File: config.mk
export PLATFORM = sky130hd
export DESIGN_NAME = imm_gen_pipe
export DESIGN_NICKNAME = d
export VERILOG_FILES = /design/src/rtl/imm_gen_pipe.sv
export SDC_FILE = /design/constraint.sdc
export NUM_CORES = 1
export LEC_CHECK = 0
export ABC_AREA = 1
export BUFFER_PORTS_ARGS = -buffer_cell sky130_fd_sc_hd__buf_2
export CORE_ASPECT_RATIO = 0.7
export CORE_MARGIN = 1
export CORE_UTILIZATION = 40
export CTS_BUF_LIST = sky130_fd_sc_hd__clkbuf_4
export DETAILED_ROUTE_END_ITERATION = 10
export PLACE_DENSITY_LB_ADDON = 0.2
export SYNTH_ARGS = -nofsm -noshare
export SYNTH_HDL_FRONTEND = slang
export SYNTH_SLANG_ARGS = --single-unit
export TNS_END_PERCENT = 5
File: constraint.sdc
create_clock -name clk -period 2.8 [get_ports clk]
set_input_delay 0.28 -clock clk [delete_from_list [all_inputs] [get_ports clk]]
set_output_delay 0.28 -clock clk [all_outputs]
set_load 0.01 [all_outputs]
File: src/rtl/imm_gen_pipe.sv
// LEGv8 immediate generator with a one-deep registered output stage and valid/ready handshakes.
// Define IMM_GEN_SKID_EN to add a one-entry skid buffer that registers in_ready.
module imm_gen_pipe #(
  parameter int DATA_W   = 64,
  parameter int BR_SHIFT = 1,
  parameter int CNT_W    = 16
) (
  input  logic              clk,
  input  logic              rst_n,
  input  logic              in_valid,
  input  logic [31:0]       in_instr,
  output logic              in_ready,
  output logic              out_valid,
  input  logic              out_ready,
  output logic [DATA_W-1:0] out_imm,
  output logic [2:0]        out_fmt,
  output logic              out_illegal,
  output logic [CNT_W-1:0]  illegal_cnt
);

  typedef enum logic [2:0] {
    FMT_B   = 3'd0,
    FMT_CB  = 3'd1,
    FMT_D   = 3'd2,
    FMT_I   = 3'd3,
    FMT_ILL = 3'd7
  } fmt_e;

  typedef struct packed {
    logic [DATA_W-1:0] imm;
    fmt_e              fmt;
    logic              ill;
  } res_t;

  function automatic res_t decode(input logic [31:0] w);
    logic [63:0] ext;
    res_t        r;
    ext   = '0;
    r.fmt = FMT_ILL;
    r.ill = 1'b0;
    if (w[30:26] == 5'b00101) begin
      ext   = {{38{w[25]}}, w[25:0]};
      r.fmt = FMT_B;
      if (BR_SHIFT != 0) ext = ext << 2;
    end else if (w[31:25] == 7'b1011010) begin
      ext   = {{45{w[23]}}, w[23:5]};
      r.fmt = FMT_CB;
      if (BR_SHIFT != 0) ext = ext << 2;
    end else if (w[31:23] == 9'b111110000 && !w[21]) begin
      ext   = {{55{w[20]}}, w[20:12]};
      r.fmt = FMT_D;
    end else if (w[31] && w[29:23] == 7'b0100010) begin
      ext   = {52'd0, w[21:10]};
      r.fmt = FMT_I;
    end else begin
      r.ill = 1'b1;
    end
    r.imm = ext[DATA_W-1:0];
    return r;
  endfunction

  res_t dec;
  res_t src;
  res_t out_q;
  logic src_valid;
  logic out_free;
  logic accept;

  assign dec      = decode(in_instr);
  assign out_free = !out_valid || out_ready;
  assign accept   = in_valid && in_ready;

`ifdef IMM_GEN_SKID_EN
  logic skid_full;
  logic skid_full_n;
  logic ready_q;
  res_t skid_q;

  assign in_ready  = ready_q;
  // The skid always drains first; while it is full in_ready is low, so no new word competes.
  assign src_valid = skid_full || accept;
  assign src       = skid_full ? skid_q : dec;

  always_comb begin
    skid_full_n = skid_full;
    if (out_free)    skid_full_n = 1'b0;
    else if (accept) skid_full_n = 1'b1;
  end

  always_ff @(posedge clk or negedge rst_n) begin
    if (!rst_n) begin
      skid_full <= 1'b0;
      skid_q    <= '0;
      ready_q   <= 1'b0;
    end else begin
      skid_full <= skid_full_n;
      ready_q   <= !skid_full_n;
      if (!out_free && accept) skid_q <= dec;
    end
  end
`else
  assign in_ready  = rst_n && out_free;
  assign src_valid = accept;
  assign src       = dec;
`endif

  always_ff @(posedge clk or negedge rst_n) begin
    if (!rst_n) begin
      out_valid <= 1'b0;
      out_q     <= '0;
    end else if (out_free) begin
      out_valid <= src_valid;
      out_q     <= src_valid ? src : '0;
    end
  end

  always_ff @(posedge clk or negedge rst_n) begin
    if (!rst_n) begin
      illegal_cnt <= '0;
    end else if (accept && dec.ill && illegal_cnt != '1) begin
      illegal_cnt <= illegal_cnt + CNT_W'(1);
    end
  end

  assign out_imm     = out_q.imm;
  assign out_fmt     = out_q.fmt;
  assign out_illegal = out_q.ill;

endmodule

Yosys cells after proc, flatten, opt, wreduce, memory -nomap -nowiden
Cells that the tools add are included.
{"block": "word_totals", "ff_bits": 85, "inputBits": 36, "out_inout_bits": 86}
{"block": "classes", "addsub": 1, "n_eq_ne": 5, "mux": 13, "reduce_logical": 9}
{"op": "64-bit two-way mux", "n": 3}
{"op": "68-bit two-way mux", "n": 1}
{"op": "16-bit by 1-bit adder with 16-bit output, second input constant", "n": 1}
{"op": "16-bit != test, second input constant", "n": 1}
{"op": "12-bit two-way mux", "n": 1}
{"op": "3-bit two-way mux", "n": 4}
{"op": "9-bit equality test, second input constant", "n": 1}
{"op": "7-bit by 6-bit equality test with 1-bit output, second input constant", "n": 1}
{"op": "7-bit equality test, second input constant", "n": 1}
{"op": "1-bit logical AND", "n": 6}
{"op": "5-bit by 3-bit equality test with 1-bit output, second input constant", "n": 1}
{"op": "1-bit two-way mux", "n": 4}
{"op": "1-bit zero test", "n": 2}
{"op": "1-bit logical OR", "n": 1}

Logic depth before layout (Yosys ltp)
Gate-level depths: netlist of run 1.
{"block": "depth", "depth_word": 8, "ltp_mapped": 11, "mapped_depth_nobuf": 10}

Least setup slack after synthesis of run 1
Ideal clock, no wire load.
{"block": "synth_timing", "kind": "register -> register", "startpoint": "register out_valid", "endpoint": "register illegal_cnt[2]", "arrival_ns": 1.488, "t_required_ns": 2.683, "slack_ns": 1.195, "path_stages_with_launch": 12, "synth_period_minus_slack_ns": 1.605, "path_cell_list": "dfrtp_1 inv_1 nor2_2 nor2_2 nand2_2 clkinv_2 nand3_4 nor2_4 nand2_4 buf_6 nand2_1 nand2_1"}
{"block": "synth_between", "elab_chain_len": 6}
{"element": "start: declaration", "line_no": "13", "rtl": "output logic out_valid,"}
{"element": "start signal: assignment", "line_no": "112", "rtl": "out_valid <= src_valid;"}
{"element": "1-bit zero test", "line_no": "70", "rtl": "assign out_free = !out_valid || out_ready;"}
{"element": "1-bit logical OR", "line_no": "70"}
{"element": "1-bit logical AND", "line_no": "102", "rtl": "assign in_ready = rst_n && out_free;"}
{"element": "via in_ready", "line_no": "12", "rtl": "output logic in_ready,"}
{"element": "1-bit logical AND", "line_no": "71", "rtl": "assign accept = in_valid && in_ready;"}
{"element": "1-bit logical AND (2 in a row)", "line_no": "120", "rtl": "end else if (accept && dec.ill && illegal_cnt != '1) begin"}
{"element": "end signal: assignment", "line_no": "121", "rtl": "illegal_cnt <= illegal_cnt + CNT_W'(1);"}
{"element": "end: declaration", "line_no": "18", "rtl": "output logic [CNT_W-1:0] illegal_cnt"}
The timed path passes the listed nets, and every way through them passes these cells.
A chain may end at the register's enable or synchronous reset.

Worst setup path in the final report of run 1
{"block": "layout_timing", "startpoint": "register out_valid", "endpoint": "register illegal_cnt[9]"}
{"block": "layout_between", "elab_chain_len": 6}
{"element": "1-bit zero test", "line_no": "70"}
{"element": "1-bit logical OR", "line_no": "70"}
{"element": "1-bit logical AND", "line_no": "102"}
{"element": "1-bit logical AND", "line_no": "71"}
{"element": "1-bit logical AND (2 in a row)", "line_no": "120"}
Every way passes these cells.

==> results by group, run 1 <==
STA
  – RSZ-0062 raised after global routing: no
  – Setup tns final: 0 ns
  – Fmax: 470.4 MHz
  – Final setup skew: 0.01082 ns
  – Measured slew at the worst slew-check pin: 0.7201 ns
  – Slew Limit Headroom: 51.99%
  – Final setup violating endpoints: 0
  – Max-slew violation count: 0
  – Final hold vios: 0
  – Final critical path time including I/O delays and setup: 2.126 ns
  – Portion of the clock cycle consumed by the worst path in the final layout: 75.92%

Drt
  – Drt first pass iters: 6
  – Total DRC errors in the routed layout: 0
  – Post-Route WL: 8388 um
  – Remaining antenna violation count: 0
  – Per-cell routed wire length: 13.17 um
  – Vias per Instance: 4.823
  – Drt initial violations: 237
  – Vias after detailed routing: 3072

Synth
  – Average size of a mapped cell: 7.114 sq um
  – Count of mapped cells out of synthesis: 455
  – Share of the yosys chip area belonging to registers: 37.11%
  – Synth unique cells: 34
  – Post-Syn Nets: 492
  – Yosys warnings: 0
  – Post-synthesis instance area: 3237 sq um
  – Flops & latches, synth: 48

Global routing
  – Number of global-route vias before repair: 2820
  – First-pass GRT wire length: 13990 um
  – Global-route usage over all layers: 21.21%
  – Maximum number of pins on one net before global-route repair: 49
  – Number of antenna violations at the first check in global routing: 0
  – Remaining global-route overflow: 0

Clock network
  – Root buffer cell: sky130_fd_sc_hd__clkbuf_4
  – Resized cells post-CTS: 0
  – Total clock buffers created by CTS: 5
  – CTS tree: built
  – Number of H-tree levels: 2
  – Clock slew at reported path FFs: 0.14 ns
  – Post-CTS repair timing setup buffer count: 0
  – Number of clock sinks seen by CTS: 48
  – Bufs on Longest Clock Path: 2
  – Clock latency on the worst-skew pair: 0.36 ns
  – Hold Buf Count CTS: 0

Layout
  – Most common library cell in the layout ignoring fill and taps: sky130_fd_sc_hd__nand2_1
  – Share of final-layout standard cells stronger than drive strength 1: 28.54%
  – Final design area excluding fillers: 3697 sq um
  – Most used cells in the layout excluding fill and tap cells: 166 x sky130_fd_sc_hd__nand2_1, 121 x sky130_fd_sc_hd__buf_2, 51 x sky130_fd_sc_hd__nand3_1
  – Fillers: 836
  – Antenna cells: 0
  – Signed area change from the synthesized netlist to the final layout: 14.23%
  – Total Nets Final: 572

Setup path
  – Delay of the slowest critical-path stage: 0.40 ns
  – Worst reg-to-reg setup slack: 0.67 ns
  – Family with the most delay on the worst path: simple AND/OR/NAND/NOR gates
  – Startpoint of the most critical register-to-register path: out_valid
  – Number of buffers and inverters on the critical path: 2
  – Slowest cell on crit path: sky130_fd_sc_hd__dfrtp_1
  – Data required time of the critical path: 3.06 ns
  – Cell Chain, Critical Path: inv_1, nor2_2, nor2_2, nand2_2, clkinv_2, nand3_4, nor2_4, nand2_4, nand2_1, nand2_1
  – Worst-path fanout max: 24
  – CP Launch Type: register
  – Critical path class: reg -> reg
  – Setup crit end kind: register
  – Worst Path Arrival: 2.38 ns
  – R2R depth: 10
  – Capturing point of the worst reg2reg path: illegal_cnt[9]

Placed design
  – IO buf count: 121
  – Placer congestion estimate: 0.9159
  – Placed instance area: 3622 sq um
  – Total half-perimeter wirelength after legalization and detailed placement: 6324 um

Pwr
  – Largest vdd supply drop: 0.0002873 V
  – Total leakage power: 2.248 nW
  – Power per unit of standard cell area: 390.1 nW/um^2
  – Final Power: 1.442 mW

Floorplanning
  – Initial cell density of the core: 41.30%
  – Height of the die: 77.27 um
  – Overall die width: 109.5 um
  – Total Die Area: 8462 sq um
  – Area inside the core boundary: 7838 sq um
  – Count of standard-cell rows: 27
  – IO Count: 122

Min path
  – Path class of the lowest-slack min-delay path: in -> async

Flow run
  – Maximum Capacitance Violations: 0

Outcome
  – Run status: finished clean
-- metal layers --
metal	vias to the layer above	track usage, %	share of wire (%)
met2	79	31.95	45
met5	-	0	0
met3	5	3.827	5.1
met1	1416	31.70	49
met4	0	3.733	0.54
li1	1572	-	-
-- state kept, by name, summed over array words and instances, names as in the netlist --
name,cells
illegal_cnt,16
out_fmt,3
out_imm,28
out_valid,1
-- per-stage QoR --
step	setup WS, ns	util, %	instances	hold WS (ns)
final	0.6743	47.17	637	0.02385
after global routing	0.4286	47.17	637	0.05854
after CTS	0.6609	47.17	637	0.04323
after detailed placement	0.6936	46.22	629	0.4492
after global placement	0.7887	46.22	629	0.4406
after floorplan	1.195	-	455	-0.01559
-- report_power, final --
part           switching [mW]  internal (mW)
Combinational           0.161         0.0976
Clock                   0.224          0.183
Sequential             0.0499          0.727
Total                   0.435           1.01
-- worst max-delay path by stage --
stage | startpoint | endpoint | cells after the start
floorplan | out_valid | illegal_cnt[2] | 11
global placement | out_valid | illegal_cnt[15] | 10
detailed placement | out_valid | illegal_cnt[9] | 10
CTS | out_valid | illegal_cnt[9] | 10
global route | out_valid | illegal_cnt[2] | 10
finish | out_valid | illegal_cnt[9] | 10
-- final cells by class --
class	count	area, sq um	share of cell area [%]
tap	101	126.4	3.418
clock buffer	5	37.54	1.015
clock inverter	3	37.54	1.015
sequential	48	1201	32.49
multi-input combinational	329	1564	42.30
timing repair buffer	124	628.1	16.99
inverter	27	102.6	2.775
-- Yosys cell counts (all sizes together) --
master,number,share of area [%]
a21oi,6,0.93
buf,46,11
clkbuf,5,0.58
clkinv,2,0.27
dfrtp,48,37
ha,1,0.39
inv,25,2.9
nand2,173,21
nand3,53,8.7
nand3b,1,0.23
nand4,11,2.1
nor2,47,6.1
nor3,8,2.2
o211ai,1,0.39
o21ai,12,2.1
o22ai,1,0.19
o31ai,1,0.23
or2,4,0.77
xnor2,2,0.54
xor2,8,2.2
-- cells by family after synthesis --
group                      after synthesis  synth area share [%]
adders and majority gates                1                0.3865
AOI/OAI and AO/OA                       21                 3.827
xor gates and xnor gates                10                 2.706
buffers and inverters                   78                 14.57
and+or+nand+nor                        297                 41.40
DFF                                     48                 37.11
Power figures use the tool's default switching activity.
==> run 2, diff against run 1 <==
clock period = 2.1 ns   (was 2.8 ns; I/O delays follow)
==> results by group, run 2 (synthesized netlist as in run 1, its figures left out) <==
Flow run
  – Maximum Capacitance Violations: 0 (unchanged)

Placed design
  – Pre-CTS setup slack: 0.2310 ns (was 0.6936 ns)
  – Total half-perimeter wirelength after legalization and detailed placement: 6202 um (was 6324 um)
  – Placer congestion estimate: 0.8587 (was 0.9159)
  – IO buf count: 121 (unchanged)

Drt
  – Remaining antenna violation count: 0 (unchanged)
  – Vias per Instance: 4.718 (was 4.823)
  – Post-Route WL: 8289 um (was 8388 um)
  – Per-cell routed wire length: 12.93 um (was 13.17 um)
  – Vias after detailed routing: 3024 (was 3072)
  – Drt initial violations: 157 (was 237)
  – Drt first pass iters: 4 (was 6)
  – Total DRC errors in the routed layout: 0 (unchanged)

Setup path
  – Worst Path Arrival: 2.10 ns (was 2.38 ns)
  – Setup crit end kind: register (unchanged)
  – Critical path class: reg -> reg (unchanged)
  – Data required time of the critical path: 2.41 ns (was 3.06 ns)
  – Worst-path fanout max: 17 (was 24)
  – CP Launch Type: register (unchanged)

Clock network
  – Number of H-tree levels: 2 (unchanged)
  – Clock slew at reported path FFs: 0.14 ns (about the same)
  – Root buffer cell: sky130_fd_sc_hd__clkbuf_4 (unchanged)
  – CTS tree: built (unchanged)
  – Bufs on Longest Clock Path: 2 (unchanged)
  – Clock latency on the worst-skew pair: 0.36 ns (about the same)
  – Total clock buffers created by CTS: 5 (unchanged)
  – Number of clock sinks seen by CTS: 48 (unchanged)
  – Post-CTS repair timing setup buffer count: 0 (unchanged)

Min path
  – Path class of the lowest-slack min-delay path: in -> reg (was in -> async)

Floorplanning
  – Total Die Area: 8462 sq um (unchanged)
  – Overall die width: 109.5 um (unchanged)
  – Area inside the core boundary: 7838 sq um (unchanged)
  – Initial cell density of the core: 41.30% (unchanged)
  – IO Count: 122 (unchanged)
  – Count of standard-cell rows: 27 (unchanged)
  – Height of the die: 77.27 um (unchanged)

STA
  – Fmax: 558.8 MHz (was 470.4 MHz)
  – RSZ-0062 raised after global routing: no (unchanged)
  – Max-slew violation count: 0 (unchanged)
  – Final critical path time including I/O delays and setup: 1.790 ns (was 2.126 ns)
  – Least setup slack across all paths after layout: 0.3105 ns (was 0.6743 ns)
  – Final setup skew: 0.01435 ns (was 0.01082 ns)
  – Measured slew at the worst slew-check pin: 0.7110 ns (was 0.7201 ns)
  – Portion of the clock cycle consumed by the worst path in the final layout: 85.22% (was 75.92%)
  – Final hold vios: 0 (unchanged)
  – Setup tns final: 0 ns (unchanged)
  – Slew Limit Headroom: 52.60% (was 51.99%)
  – Final setup violating endpoints: 0 (unchanged)

Pwr
  – Register share of total power: 52.7% (was 53.8%)
  – Share of power burned in the clock network: 29.4% (was 28.2%)
  – Combinational share of power: 17.9% (about the same)
  – Power per unit of standard cell area: 522.5 nW/um^2 (was 390.1 nW/um^2)
  – Largest vdd supply drop: 0.0003227 V (was 0.0002873 V)
  – Net Sw Power: 0.5885 mW (was 0.4353 mW)
  – Total leakage power: 2.268 nW (was 2.248 nW)
  – Net switching share of the total power: 30.14% (was 30.18%)
  – Cell-internal power: 1.364 mW (was 1.007 mW)

Layout
  – Share of final-layout standard cells stronger than drive strength 1: 29.13% (was 28.54%)
  – Fillers: 832 (was 836)
  – Sequential cell area: 1201 sq um (unchanged)
  – Number of flip-flops in the largest register: 28 (unchanged)
  – Most common library cell in the layout ignoring fill and taps: sky130_fd_sc_hd__nand2_1 (unchanged)
  – Combined area of the multi-input logic cells: 1572 sq um (was 1564 sq um)
  – Signed area change from the synthesized netlist to the final layout: 15.46% (was 14.23%)
  – Most used cells in the layout excluding fill and tap cells: 166 x sky130_fd_sc_hd__nand2_1, 121 x sky130_fd_sc_hd__buf_2, 51 x sky130_fd_sc_hd__nand3_1 (unchanged)
  – Total Nets Final: 575 (was 572)

Global routing
  – Number of global-route vias before repair: 2812 (was 2820)
  – Global-route usage over all layers: 20.63% (was 21.21%)
  – First-pass GRT wire length: 13720 um (was 13990 um)
  – Remaining global-route overflow: 0 (unchanged)
  – Maximum number of pins on one net before global-route repair: 49 (unchanged)
  – Number of antenna violations at the first check in global routing: 0 (unchanged)

Outcome
  – Run status: finished clean (unchanged)
run 2: changes by cell type in the layout (fill, tap and decap cells not counted):
cell | previous run | this run
sky130_fd_sc_hd__clkinv_2 | 1 | 2
sky130_fd_sc_hd__diode_2 | 0 | 1
sky130_fd_sc_hd__dlygate4sd3_1 | 0 | 1
sky130_fd_sc_hd__nand3_4 | 1 | 2
sky130_fd_sc_hd__buf_4 | 3 | 5
sky130_fd_sc_hd__nand3_2 | 1 | 0
sky130_fd_sc_hd__clkbuf_4 | 5 | 6
sky130_fd_sc_hd__clkinv_1 | 3 | 1
run 2: power groups by stage:
stage                     sequential, mW  clock [mW]  combinational, mW
after floorplan                     1.06           0              0.180
after global placement              1.04           0              0.351
after global routing                1.04       0.623              0.398
after CTS                           1.03       0.600              0.354
final                               1.03       0.574              0.350
after detailed placement            1.05           0              0.352
run 2: metal layers:
layer  share of wire (%)  track usage [%]  wire [um]
met1                  51            30.56       4216
met2                  44            31.01       3609
met3                 5.2            4.167        427
met4                0.43            3.733         36
met5                   0                0          0
run 2: area by class of cell:
class | instances | area share (%)
Antenna cell | 1 | 0.06696
Clock buffer | 6 | 1.205
Sequential cell | 48 | 32.14
Tap cell | 101 | 3.381
Inverter | 27 | 2.745
Clock inverter | 2 | 0.9374
Timing Repair Buffer | 127 | 17.48
Multi-Input combinational cell | 329 | 42.05
run 2: worst paths after layout:
check | end | depth (start not counted) | start | slack (ns)
min reg2reg | out_fmt[0] | 2 | out_fmt[0] | 0.49
min | out_valid | 2 | out_ready | 0.04
max | illegal_cnt[9] | 7 | illegal_cnt[0] | 0.31
max reg2reg | illegal_cnt[9] | 7 | illegal_cnt[0] | 0.31
max in group asynchronous | illegal_cnt[4] | 3 | rst_n | 1.18
min in group asynchronous | out_imm[22] | 3 | rst_n | 0.49
run 2: repair_timing:
| action | in CTS | in global routing |
|---|---|---|
| endpoints found under the hold margin | 48 | 0 |
| setup endpoints to repair | 0 | 12 |
| hold buffers | 1 | 0 |
| gates resized for setup | 0 | 1 |
run 2: worst max-delay path, stage by stage (launching register included):
cell	delay (ns)
sky130_fd_sc_hd__dfrtp_1	0.45
sky130_fd_sc_hd__ha_1	0.25
sky130_fd_sc_hd__nand3_1	0.18
sky130_fd_sc_hd__nor3_2	0.23
sky130_fd_sc_hd__nand3_4	0.24
sky130_fd_sc_hd__nand2_4	0.25
sky130_fd_sc_hd__nand2_1	0.08
sky130_fd_sc_hd__nand2_1	0.06
run 2: per-stage QoR:
step / utilization [%] / std cells / instance area (sq um) / power (mW) / hold WS, ns
after floorplan: - / 455 / 3237 / 1.241 / -0.08559
after global routing: 47.65 / 640 / 3735 / 2.064 / 0.04719
after detailed placement: 46.41 / 631 / 3637 / 1.400 / 0.3835
after global placement: 46.41 / 631 / 3637 / 1.394 / 0.3672
after CTS: 47.56 / 640 / 3727 / 1.984 / 0.02878
final: 47.69 / 641 / 3737 / 1.953 / 0.04199
==> run 3, diff against run 2 <==
clock period = 1.9 ns   (was 2.1 ns; I/O delays follow)
==> results by group, run 3 (synthesized netlist as in run 1, its figures left out) <==
Layout
  – Fillers: 811 (was 832)
  – Most common library cell in the layout ignoring fill and taps: sky130_fd_sc_hd__nand2_1 (unchanged)
  – Antenna cells: 0 (was 1)
  – Number of flip-flops in the largest register: 28 (unchanged)
  – Share of final-layout standard cells stronger than drive strength 1: 30.05% (was 29.13%)
  – Signed area change from the synthesized netlist to the final layout: 16.89% (was 15.46%)
  – Most used cells in the layout excluding fill and tap cells: 166 x sky130_fd_sc_hd__nand2_1, 121 x sky130_fd_sc_hd__buf_2, 51 x sky130_fd_sc_hd__nand3_1 (unchanged)
  – Total Nets Final: 585 (was 575)

Setup path
  – Critical path class: reg -> reg (unchanged)
  – CP Launch Type: register (unchanged)
  – Worst reg-to-reg setup slack: 0.22 ns (was 0.31 ns)
  – Worst-path fanout max: 10 (was 17)
  – Worst Path Arrival: 1.94 ns (was 2.10 ns)
  – Setup crit end kind: register (unchanged)
  – Data required time of the critical path: 2.16 ns (was 2.41 ns)

Drt
  – Per-cell routed wire length: 13.00 um (was 12.93 um)
  – Drt initial violations: 150 (was 157)
  – Vias per Instance: 4.771 (was 4.718)
  – Vias after detailed routing: 3101 (was 3024)
  – Total DRC errors in the routed layout: 0 (unchanged)
  – Drt first pass iters: 4 (unchanged)
  – Remaining antenna violation count: 0 (unchanged)
  – Post-Route WL: 8450 um (was 8289 um)

STA
  – Final setup violating endpoints: 0 (unchanged)
  – Final critical path time including I/O delays and setup: 1.678 ns (was 1.790 ns)
  – Portion of the clock cycle consumed by the worst path in the final layout: 88.33% (was 85.22%)
  – Measured slew at the worst slew-check pin: 0.7366 ns (was 0.7110 ns)
  – RSZ-0062 raised after global routing: no (unchanged)
  – Max-slew violation count: 0 (unchanged)
  – Final hold vios: 0 (unchanged)
  – Fmax: 595.9 MHz (was 558.8 MHz)
  – Slew Limit Headroom: 50.89% (was 52.60%)
  – Setup tns final: 0 ns (unchanged)
  – Final setup skew: 0.01422 ns (was 0.01435 ns)

Clock network
  – Clock latency on the worst-skew pair: 0.36 ns (about the same)
  – Bufs on Longest Clock Path: 2 (unchanged)
  – Number of H-tree levels: 2 (unchanged)
  – Clock slew at reported path FFs: 0.14 ns (about the same)
  – Root buffer cell: sky130_fd_sc_hd__clkbuf_4 (unchanged)
  – Total clock buffers created by CTS: 5 (unchanged)
  – CTS tree: built (unchanged)
  – Number of clock sinks seen by CTS: 48 (unchanged)

Global routing
  – Number of global-route vias before repair: 2893 (was 2812)
  – First-pass GRT wire length: 13990 um (was 13720 um)
  – Maximum number of pins on one net before global-route repair: 49 (unchanged)
  – Number of antenna violations at the first check in global routing: 0 (unchanged)
  – Remaining global-route overflow: 0 (unchanged)
  – Global-route usage over all layers: 21.10% (was 20.63%)

Placed design
  – Placer congestion estimate: 0.9339 (was 0.8587)
  – IO buf count: 121 (unchanged)
  – Total half-perimeter wirelength after legalization and detailed placement: 6322 um (was 6202 um)

Floorplanning
  – Overall die width: 109.5 um (unchanged)
  – Count of standard-cell rows: 27 (unchanged)
  – Total Die Area: 8462 sq um (unchanged)
  – Height of the die: 77.27 um (unchanged)
  – Initial cell density of the core: 41.30% (unchanged)
  – IO Count: 122 (unchanged)
  – Area inside the core boundary: 7838 sq um (unchanged)

Flow run
  – Maximum Capacitance Violations: 0 (unchanged)

Pwr
  – Total leakage power: 2.300 nW (was 2.268 nW)
  – Final Power: 2.015 mW (was 1.953 mW)
  – Largest vdd supply drop: 0.0003951 V (was 0.0003227 V)
  – Power per unit of standard cell area: 532.7 nW/um^2 (was 522.5 nW/um^2)

Min path
  – Path class of the lowest-slack min-delay path: in -> reg (unchanged)

Outcome
  – Run status: finished clean (unchanged)
run 3: where the power goes:
group          internal, mW  total [mW]  switching (mW)  leakage [nW]
clock network         0.137       0.479           0.342        0.0324
registers              1.07        1.14          0.0713         0.660
logic                 0.153       0.394           0.241          1.61
run 3: worst paths after layout:
kind                                start               to  depth (start not counted)
min in group asynchronous           rst_n  illegal_cnt[12]                          3
min                           in_instr[0]       out_imm[2]                          5
max reg2reg                illegal_cnt[0]   illegal_cnt[4]                          7
min reg2reg                   out_imm[23]      out_imm[23]                          2
max                        illegal_cnt[0]   illegal_cnt[4]                          7
max in group asynchronous           rst_n       out_imm[6]                          3
run 3: area by class of cell:
cell class	count	area, sq um	area share [%]
multi-input combinational	329	1572	41.53
sequential	48	1201	31.75
timing repair buffer	137	730.7	19.31
tap	101	126.4	3.340
inverter	27	102.6	2.712
clock buffer	5	37.54	0.9921
clock inverter	3	13.76	0.3638
run 3: routing by layer:
| layer | GRT usage, % | wire (um) | up-vias |
|---|---|---|---|
| met5 | 0 | 0 | - |
| met4 | 5.733 | 64 | 0 |
| met3 | 3.656 | 439 | 7 |
| met2 | 31.76 | 3757 | 78 |
| met1 | 30.81 | 4188 | 1417 |
| li1 | - | - | 1599 |
run 3: critical path: stages, from the launching register on:
cell and delay, ns:
sky130_fd_sc_hd__dfrtp_1 0.48, sky130_fd_sc_hd__ha_1 0.26, sky130_fd_sc_hd__nand3_1 0.13, sky130_fd_sc_hd__nor3_2 0.19, sky130_fd_sc_hd__nand3_4 0.18, sky130_fd_sc_hd__buf_4 0.21, sky130_fd_sc_hd__nand3_1 0.07, sky130_fd_sc_hd__nand2_1 0.06
run 3: stage by stage:
stage / std cells / area (sq um) / setup slack, ns / util [%] / hold WS, ns
after global placement: 638 / 3690 / 0.1898 / 47.08 / 0.3542
after floorplan: 455 / 3237 / 0.2949 / - / -0.1056
final: 650 / 3784 / 0.2218 / 48.28 / 0.1290
after CTS: 648 / 3761 / 0.1055 / 47.99 / 0.1122
after global routing: 650 / 3784 / 0.01307 / 48.28 / 0.1217
after detailed placement: 638 / 3690 / 0.1577 / 47.08 / 0.3566
run 3: timing repair:
item	CTS	global route
gates resized for setup	0	1
endpoints found under the setup margin	0	16
hold buffers	2	0
setup buffers	0	2
hold endpoints to repair	49	0
